===== config.mk =====
export PLATFORM = sky130hd
export DESIGN_NAME = alu_ctrl_sequencer
export DESIGN_NICKNAME = d
export VERILOG_FILES = /design/src/rtl/alu_ctrl_pkg.sv /design/src/rtl/alu_ctrl_encode.sv /design/src/rtl/alu_ctrl_sequencer.sv
export SDC_FILE = /design/constraint.sdc
export NUM_CORES = 1
export LEC_CHECK = 0
export ABC_CLOCK_PERIOD_IN_PS = 2400
export BUFFER_PORTS_ARGS = -buffer_cell sky130_fd_sc_hd__clkbuf_2
export CORE_MARGIN = 1.5
export CORE_UTILIZATION = 51
export DETAILED_ROUTE_END_ITERATION = 8
export GPL_TIMING_DRIVEN = 0
export PLACE_DENSITY = 0.77
export SYNTH_ARGS = -nofsm -noshare
export SYNTH_HDL_FRONTEND = slang
export SYNTH_SLANG_ARGS = --single-unit

===== constraint.sdc =====
create_clock -name clk -period 2.4 [get_ports clk]
set_input_delay 0.24 -clock clk [delete_from_list [all_inputs] [get_ports clk]]
set_output_delay 0.24 -clock clk [all_outputs]
set_load 0.02 [all_outputs]

===== src/rtl/alu_ctrl_pkg.sv =====
// Shared opcode, control-word and state definitions for the ALU control sequencer.
// Control words are written with Ctrl5 as the leftmost bit, matching ctrl[5:0].
package alu_ctrl_pkg;

  localparam logic [3:0] OP_ADD = 4'h0;
  localparam logic [3:0] OP_SUB = 4'h1;
  localparam logic [3:0] OP_OR  = 4'h2;
  localparam logic [3:0] OP_NOT = 4'h3;
  localparam logic [3:0] OP_XOR = 4'h4;
  localparam logic [3:0] OP_AND = 4'h5;
  localparam logic [3:0] OP_MOV = 4'h6;
  localparam logic [3:0] OP_INC = 4'h7;
  localparam logic [3:0] OP_DEC = 4'h8;
  localparam logic [3:0] OP_SLA = 4'h9;
  localparam logic [3:0] OP_SLL = 4'hA;
  localparam logic [3:0] OP_ROL = 4'hB;
  localparam logic [3:0] OP_SRA = 4'hC;
  localparam logic [3:0] OP_SRL = 4'hD;
  localparam logic [3:0] OP_ROR = 4'hE;
  localparam logic [3:0] OP_ILL = 4'hF;

  localparam logic [5:0] CTRL_ADD = 6'b010010;
  localparam logic [5:0] CTRL_SUB = 6'b010001;
  localparam logic [5:0] CTRL_OR  = 6'b001010;
  localparam logic [5:0] CTRL_NOT = 6'b001100;
  localparam logic [5:0] CTRL_XOR = 6'b001110;
  localparam logic [5:0] CTRL_AND = 6'b000110;
  localparam logic [5:0] CTRL_MOV = 6'b000000;
  localparam logic [5:0] CTRL_INC = 6'b011011;
  localparam logic [5:0] CTRL_DEC = 6'b011000;
  localparam logic [5:0] CTRL_SLA = 6'b100100;
  localparam logic [5:0] CTRL_SLL = 6'b100000;
  localparam logic [5:0] CTRL_ROL = 6'b100010;
  localparam logic [5:0] CTRL_SRA = 6'b101100;
  localparam logic [5:0] CTRL_SRL = 6'b101000;
  localparam logic [5:0] CTRL_ROR = 6'b101010;

  typedef enum logic [1:0] {
    ST_IDLE   = 2'd0,
    ST_SETUP  = 2'd1,
    ST_STROBE = 2'd2,
    ST_DONE   = 2'd3
  } state_t;

endpackage


===== src/rtl/alu_ctrl_encode.sv =====
// Combinational opcode to decoder control-word encoder; flags the one illegal opcode.
module alu_ctrl_encode
  import alu_ctrl_pkg::*;
(
  input  logic [3:0] op,
  output logic [5:0] ctrl,
  output logic       legal
);

  always_comb begin
    ctrl  = CTRL_MOV;
    legal = 1'b1;
    case (op)
      OP_ADD:  ctrl = CTRL_ADD;
      OP_SUB:  ctrl = CTRL_SUB;
      OP_OR:   ctrl = CTRL_OR;
      OP_NOT:  ctrl = CTRL_NOT;
      OP_XOR:  ctrl = CTRL_XOR;
      OP_AND:  ctrl = CTRL_AND;
      OP_MOV:  ctrl = CTRL_MOV;
      OP_INC:  ctrl = CTRL_INC;
      OP_DEC:  ctrl = CTRL_DEC;
      OP_SLA:  ctrl = CTRL_SLA;
      OP_SLL:  ctrl = CTRL_SLL;
      OP_ROL:  ctrl = CTRL_ROL;
      OP_SRA:  ctrl = CTRL_SRA;
      OP_SRL:  ctrl = CTRL_SRL;
      OP_ROR:  ctrl = CTRL_ROR;
      default: legal = 1'b0;
    endcase
  end

endmodule


===== src/rtl/alu_ctrl_sequencer.sv =====
// Request/response sequencer: registers the ALU control word, holds it for SETUP_CYCLES,
// pulses alu_strobe once, captures the carry out and presents it as a response.
module alu_ctrl_sequencer
  import alu_ctrl_pkg::*;
#(
  parameter int unsigned SETUP_CYCLES = 2
) (
  input  logic       clk,
  input  logic       rst,
  input  logic       req_valid,
  output logic       req_ready,
  input  logic [3:0] req_op,
  input  logic       req_cin,
  output logic [5:0] ctrl,
  output logic       c_flag,
  output logic       alu_strobe,
  input  logic       alu_cout,
  output logic       resp_valid,
  input  logic       resp_ready,
  output logic       resp_cout,
  output logic       resp_err,
  output logic       busy
);

  localparam logic [3:0] CNT_LOAD = 4'(SETUP_CYCLES - 1);

  state_t     state_reg, state_next;
  logic [3:0] cnt_reg, cnt_next;
  logic [5:0] ctrl_reg, ctrl_next;
  logic       c_flag_reg, c_flag_next;
  logic       resp_cout_reg, resp_cout_next;
  logic       resp_err_reg, resp_err_next;

  logic [5:0] enc_ctrl;
  logic       enc_legal;

  alu_ctrl_encode u_encode (
    .op    (req_op),
    .ctrl  (enc_ctrl),
    .legal (enc_legal)
  );

  always_ff @(posedge clk) begin
    if (rst) begin
      state_reg     <= ST_IDLE;
      cnt_reg       <= 4'd0;
      ctrl_reg      <= CTRL_MOV;
      c_flag_reg    <= 1'b0;
      resp_cout_reg <= 1'b0;
      resp_err_reg  <= 1'b0;
    end else begin
      state_reg     <= state_next;
      cnt_reg       <= cnt_next;
      ctrl_reg      <= ctrl_next;
      c_flag_reg    <= c_flag_next;
      resp_cout_reg <= resp_cout_next;
      resp_err_reg  <= resp_err_next;
    end
  end

  // ctrl/c_flag default to holding so the decoders see no change outside a legal accept.
  always_comb begin
    state_next     = state_reg;
    cnt_next       = cnt_reg;
    ctrl_next      = ctrl_reg;
    c_flag_next    = c_flag_reg;
    resp_cout_next = resp_cout_reg;
    resp_err_next  = resp_err_reg;
    case (state_reg)
      ST_IDLE: begin
        if (req_valid) begin
          if (enc_legal) begin
            ctrl_next     = enc_ctrl;
            c_flag_next   = req_cin;
            cnt_next      = CNT_LOAD;
            resp_err_next = 1'b0;
            state_next    = ST_SETUP;
          end else begin
            resp_err_next  = 1'b1;
            resp_cout_next = 1'b0;
            state_next     = ST_DONE;
          end
        end
      end
      ST_SETUP: begin
        if (cnt_reg == 4'd0) state_next = ST_STROBE;
        else                 cnt_next   = cnt_reg - 4'd1;
      end
      ST_STROBE: begin
        resp_cout_next = alu_cout;
        state_next     = ST_DONE;
      end
      ST_DONE: begin
        if (resp_ready) state_next = ST_IDLE;
      end
      default: state_next = ST_IDLE;
    endcase
  end

  assign req_ready  = !rst && (state_reg == ST_IDLE);
  assign alu_strobe = (state_reg == ST_STROBE);
  assign resp_valid = (state_reg == ST_DONE);
  assign busy       = (state_reg != ST_IDLE);
  assign ctrl       = ctrl_reg;
  assign c_flag     = c_flag_reg;
  assign resp_cout  = resp_cout_reg;
  assign resp_err   = resp_err_reg;

endmodule


==> results of run 1 <==
## final timing paths
check	from	to	slack [ns]	depth (start not counted)
worst max-delay path	cnt_reg[0]	state_reg[1]	0.38	7
worst min-delay path	req_cin	c_flag	0.20	3
worst min register to register	ctrl[1]	ctrl[1]	0.46	2
worst max register to register	cnt_reg[0]	state_reg[1]	0.38	7
## power groups by stage
stage | clock network, W | logic, W | registers [W]
3_5_place_dp | 0 | 0.000559 | 0.000351
6_report | 0.000142 | 0.000562 | 0.000346
2_1_floorplan | 0 | 0.000416 | 0.000367
4_1_cts | 0.000147 | 0.000561 | 0.000346
3_3_place_gp | 0 | 0.000546 | 0.000348
5_1_grt | 0.000157 | 0.000638 | 0.000353
## placed cells by master (no fill, tap or decap), drive strengths merged
cell type,count
a311oi,2
nand4,2
dfxtp,15
inv,10
nor4bb,1
a222oi,1
or4bb,1
o32ai,1
buf,1
nor2,8
clkinv,1
xnor2,1
clkbuf,30
nand3,6
and3,1
or2,1
nor3,2
or3b,1
nand2b,1
a21oi,10
o22a,1
nor2b,4
a22oi,1
o221ai,2
o21ai,12
mux2i,2
xor2,1
o32a,1
nand2,12
ha,6
a31oi,2
nand3b,1
or3,3
a211o,1
## stage by stage
step / cells / util, %
final: 170 / 63.3
after CTS: 170 / 63.3
after global placement: 166 / 61.7
after floorplan: 122 / -
after detailed placement: 166 / 61.7
after global routing: 170 / 63.3
## routing by layer
metal  share of wire [%]  vias to the layer above  global-route usage (%)
met4                0.74                        0                    5.29
li1                    -                      481                       -
met3                 3.8                        2                    7.14
met2                  45                       18                    29.9
met1                  50                      405                    27.8
met5                   0                        -                       0
## worst max-delay path: stages, from the launching register on
cell,delay [ns]
dfxtp_1,0.34
inv_1,0.12
ha_1,0.16
or3b_1,0.33
buf_2,0.16
a222oi_1,0.48
mux2i_1,0.26
nor2_1,0.05
## area by class of cell
cell class	instances	area share, %
Multi-Input combinational cell	88	51.3
Sequential cell	15	27.8
Timing Repair Buffer	19	8.80
Inverter	10	3.47
Buffer	9	3.24
Tap cell	25	2.89
Clock buffer	3	2.08
Clock inverter	1	0.463
## cells by family (layout without fill, tap and decap cells)
group                      after synthesis  after routing  share of synthesized area (%)
DFF                                     15             15                           32.4
xor gates and xnor gates                 2              2                           1.89
and+or+nand+nor                         44             44                           24.8
buffers and inverters                   19             42                           7.83
muxes                                    2              2                           2.16
AOI/OAI and AO/OA                       34             34                           22.8
adders and majority gates                6              6                           8.10
==> run metrics, run 1 <==
run status=complete, no violations; number of endpoints with negative hold slack in the final report=0; clock latency of the later-clocked register in the worst-skew pair=0.28 ns; number of enable-type register cells in the synthesized netlist=0; critical path data required time=2.56 ns; fill cell instance count of the final layout=164; Initial DRC Count=25; TritonCTS clock tree=built; maximum clock path buffer count=2; starting density of the core=54.3%; die boundary width=45.6 microns; number of iterations in the first detailed-routing pass=4; wire length of the first global-routing pass=3050 microns; final cell area excluding filler cells=1080 sq um; share of post-route cells with drive strength above 1=18.6%; Final Hold Slack=0.197 ns; H-tree levels=1; power density of the placed cells=971 nW/um^2; worst-case setup slack after placement=0.404 ns; relative contribution of the clock network to total power=13.5%; crit start category=flop; ranking of synthesized cells by area=dfxtp_1 (32%), ha_1 (8.1%), o21ai_0 (6.5%), a21oi_1 (5.4%), nand2_1 (4.9%); Worst EP arrival=2.18 ns; placed cell area=1050 sq um; transition at the pin with the smallest max-transition slack=0.529 ns; total area of sequential cells=300 sq um; YS warnings=0; Post-DP HPWL=1460 microns; net count of the mapped netlist=138; global route total overflow=0; Gate power share=53.6%; net total in the final layout=162; Area Overhead vs Synth=16.6%; worst vdd rail ir drop=657 uV; area of the multi-input gates=554 sq um; Antenna Nets Post-Route=0; Final period util=84.0%; max frequency=0.496 GHz; Antenna Diode Count=0; final total power=0.00105 W; Async S/R FF share, synth=0%; net switching power of the design=0.000457 W; number of hold buffers added after CTS=0; endpoint class of the critical path=flop; Syn Std Cell Area=927 sq um; list of most frequent post-synthesis cells=dfxtp_1 (15), nand2_1 (12), o21ai_0 (12); initial antenna violation count=0; via count of the first global-routing pass=739; class of the most critical hold timing path=in2reg; global placement routability congestion=0.822; number of rows in the core area=15; largest net degree at the start of global routing=11; top cell type's share of synthesized area=32.4%; post-synthesis area per instance=7.60 sq um; Worst Clk Skew=0.00326 ns; ys flop type=dfxtp_1; number of resized instances in the post-cts repair step=0; Yosys reg bits=15; Post-CTS Repair Setup Buffers=0; Reg clk slew, reported paths=0.09 ns; time the final worst path needs with I/O delays and setup=2.02 ns; Inserted Clock Buffers=3; setup total negative slack=0 ns; distinct cell type count after synthesis=34; max-cap violation count=0; # setup viols final=0; final number of max-transition violations=0; number of flip-flops under the largest register name=6; RSZ-0062 raised after global routing=false; number of instances in the synthesized netlist=122; leak pwr=0.467 nW; sink count of the clock tree=15; Seq pwr share=32.9%; via density per instance=5.33; final routed wire length divided by cell count=11.1 microns; number of I/O port buffers=19; relative max-transition margin=64.7%; wire length after detailed routing=1890 microns; Core Footprint=1710 sq um; Worst Setup Slack, final=0.384 ns; top-count cell post-synth=dfxtp_1; total I/O pin count=23; internal cell power=0.000592 W; Seq/Total Area, Yosys=32.4%; library cell with the largest summed area after synthesis=dfxtp_1; drc violations=0; switching power as a share of total power=43.6%; Die Span Y=45.6 microns; CP max FO=6; CTS Root Cell=clkbuf_4; area of the die=2080 sq um; CP Class=reg2reg; overall fraction of global-route tracks in use=20.2%; vias after detailed routing=906
(Power assumes the default switching activity.)
==> run 2: changes to the inputs <==
--- a/config.mk
+++ b/config.mk
@@ -5,13 +5,13 @@
 export SDC_FILE = /design/constraint.sdc
 export NUM_CORES = 1
 export LEC_CHECK = 0
-export ABC_CLOCK_PERIOD_IN_PS = 2400
+export ABC_CLOCK_PERIOD_IN_PS = 1800
 export BUFFER_PORTS_ARGS = -buffer_cell sky130_fd_sc_hd__clkbuf_2
 export CORE_MARGIN = 1.5
-export CORE_UTILIZATION = 51
+export CORE_UTILIZATION = 46
 export DETAILED_ROUTE_END_ITERATION = 8
 export GPL_TIMING_DRIVEN = 0
-export PLACE_DENSITY = 0.77
+export PLACE_DENSITY = 0.73
 export SYNTH_ARGS = -nofsm -noshare
 export SYNTH_HDL_FRONTEND = slang
 export SYNTH_SLANG_ARGS = --single-unit
==> constraint.sdc (replaced) <==
create_clock -name clk -period 1.8 [get_ports clk]
set_input_delay 0.18 -clock clk [delete_from_list [all_inputs] [get_ports clk]]
set_output_delay 0.18 -clock clk [all_outputs]
set_load 0.02 [all_outputs]
==> run 2 against run 1 <==
Against the previous run: non-clock buffer count grew 1; setup slack lost 0.32 ns; global-route usage shrank 1.8 points; combinational power grew 51%; clock power grew 37%; sequential power grew 37%; cell area grew 4.7%; largest cell class unchanged; fmax grew 16%.
==> run metrics, run 2 (same netlist as run 1, synthesis figures left out) <==
wire length of the first global-routing pass=2990 microns; via count of the first global-routing pass=726; via density per instance=5.22; number of iterations in the first detailed-routing pass=6; Area Overhead vs Synth=22.1%; sink count of the clock tree=15; endpoint class of the critical path=flop; run status=complete, no violations; most common cell after layout, fill and taps aside=clkbuf_2; Initial DRC Count=24; clock latency of the later-clocked register in the worst-skew pair=0.28 ns; # setup viols final=0; Reg clk slew, reported paths=0.09 ns; global route total overflow=0; Worst Hold Path Cells=3; CP Class=reg2reg; leak pwr=0.481 nW; drc violations=0; global placement routability congestion=0.795; max frequency=0.577 GHz; area of the die=2290 sq um; Antenna Nets Post-Route=0; crit path cell chain=inv_2 > ha_4 > or3b_4 > a222oi_1 > buf_4 > mux2i_1 > nor2_1; Worst Clk Skew=0.00193 ns; wire length after detailed routing=1910 microns; initial antenna violation count=0; die boundary width=47.9 microns; class of the most critical hold timing path=in2reg; maximum clock path buffer count=2; overall fraction of global-route tracks in use=18.4%; Worst EP arrival=1.90 ns; TritonCTS clock tree=built; H-tree levels=1; Core Footprint=1920 sq um; number of rows in the core area=16; number of endpoints with negative hold slack in the final report=0; commonest cells after routing, fill and taps aside=clkbuf_2 (19), nand2_1 (12), o21ai_0 (12), dfxtp_1 (12), a21oi_1 (10); Post-DP HPWL=1450 microns; placed cell area=1060 sq um; Antenna Diode Count=0; worst stage delay on the critical path=0.37 ns; largest net degree at the start of global routing=11; Final period util=96.3%; setup total negative slack=0 ns; max-cap violation count=0; Inserted Clock Buffers=3; worst vdd rail ir drop=639 uV; critical path data required time=1.96 ns; cell count after placement=168; starting density of the core=48.2%; final routed wire length divided by cell count=11.0 microns; slowest cell on the critical path=or3b_4; Die Span Y=47.9 microns; number of cells on the worst reg-to-reg path=7; number of I/O port buffers=19; vias after detailed routing=903; share of post-route cells with drive strength above 1=26.0%; crit start category=flop; transition at the pin with the smallest max-transition slack=0.446 ns; CP max FO=3; time the final worst path needs with I/O delays and setup=1.73 ns; RSZ-0062 raised after global routing=true; final cell area excluding filler cells=1130 sq um; relative max-transition margin=70.3%; net total in the final layout=163; number of hold buffers added after CTS=0; CTS Root Cell=clkbuf_4; final number of max-transition violations=0; total I/O pin count=23; final cell count without fillers=173; power density of the placed cells=1340 nW/um^2; number of flip-flops under the largest register name=6; worst setup slack for register-to-register paths=0.07 ns
run 2: cell count changes in the layout (fill, tap and decap cells not counted), moves of 2 or more:
| cell | change |
|---|---|
| dfxtp_2 | +3 |
| ha_4 | +2 |
| buf_4 | +3 |
| dfxtp_1 | -3 |
| inv_2 | +2 |
| inv_1 | -2 |
| clkbuf_1 | -2 |
| ha_1 | -2 |
run 2: routing by layer:
layer  vias to the layer above  routed length (microns)  GRT usage, %  share of wire (%)
met5                         -                        0             0                  0
met4                         0                       19          8.11               0.99
met3                         2                       46          3.40                2.4
met2                        16                      902          29.3                 47
met1                       409                      942          24.2                 49
li1                        476                        -             -                  -
run 2: worst paths after layout:
path / start / end
max: cnt_reg[0] / state_reg[1]
min: req_cin / c_flag
max reg2reg: cnt_reg[0] / state_reg[1]
min reg2reg: ctrl[4] / ctrl[4]
run 2: timing repair:
action,in CTS,in global routing
resized for setup,5,9
endpoints found under the hold margin,0,0
setup endpoints to repair,4,11
cloned,0,0
setup buffers,2,1
pin swaps,2,1
run 2: worst max-delay path: cells and delay by family, from the launching register on:
kind            cells  cell delay [ns]
flops               1             0.34
buf+inv             2             0.27
simple gates        2             0.42
fa+ha+maj           1             0.13
compound gates      1             0.28
mux                 1             0.17
run 2: metrics by stage:
| step | hold WS (ns) | setup slack (ns) | util [%] | total power (W) |
|---|---|---|---|---|
| floorplan | 0.327 | -0.0170 | - | 0.00105 |
| global placement | 0.420 | -0.152 | 54.9 | 0.00119 |
| detailed placement | 0.444 | -0.200 | 54.9 | 0.00122 |
| CTS | 0.132 | 0.0279 | 57.0 | 0.00146 |
| global route | 0.168 | -0.0679 | 58.9 | 0.00166 |
| finish | 0.132 | 0.0666 | 58.9 | 0.00152 |
run 2: area by class of cell:
type | instances | area [sq um]
tap | 27 | 33.8
sequential | 15 | 304
multi-input combinational | 88 | 582
clock inverter | 1 | 5.00
inverter | 10 | 37.5
timing repair buffer | 22 | 118
buffer | 7 | 30.0
clock buffer | 3 | 22.5
fill | 192 | 790
run 2: power by group:
part	leakage, nW	switching (W)	internal, W
clock	0.0177	0.000112	0.0000824
sequential	0.124	0.0000613	0.000411
combinational	0.339	0.000465	0.000387
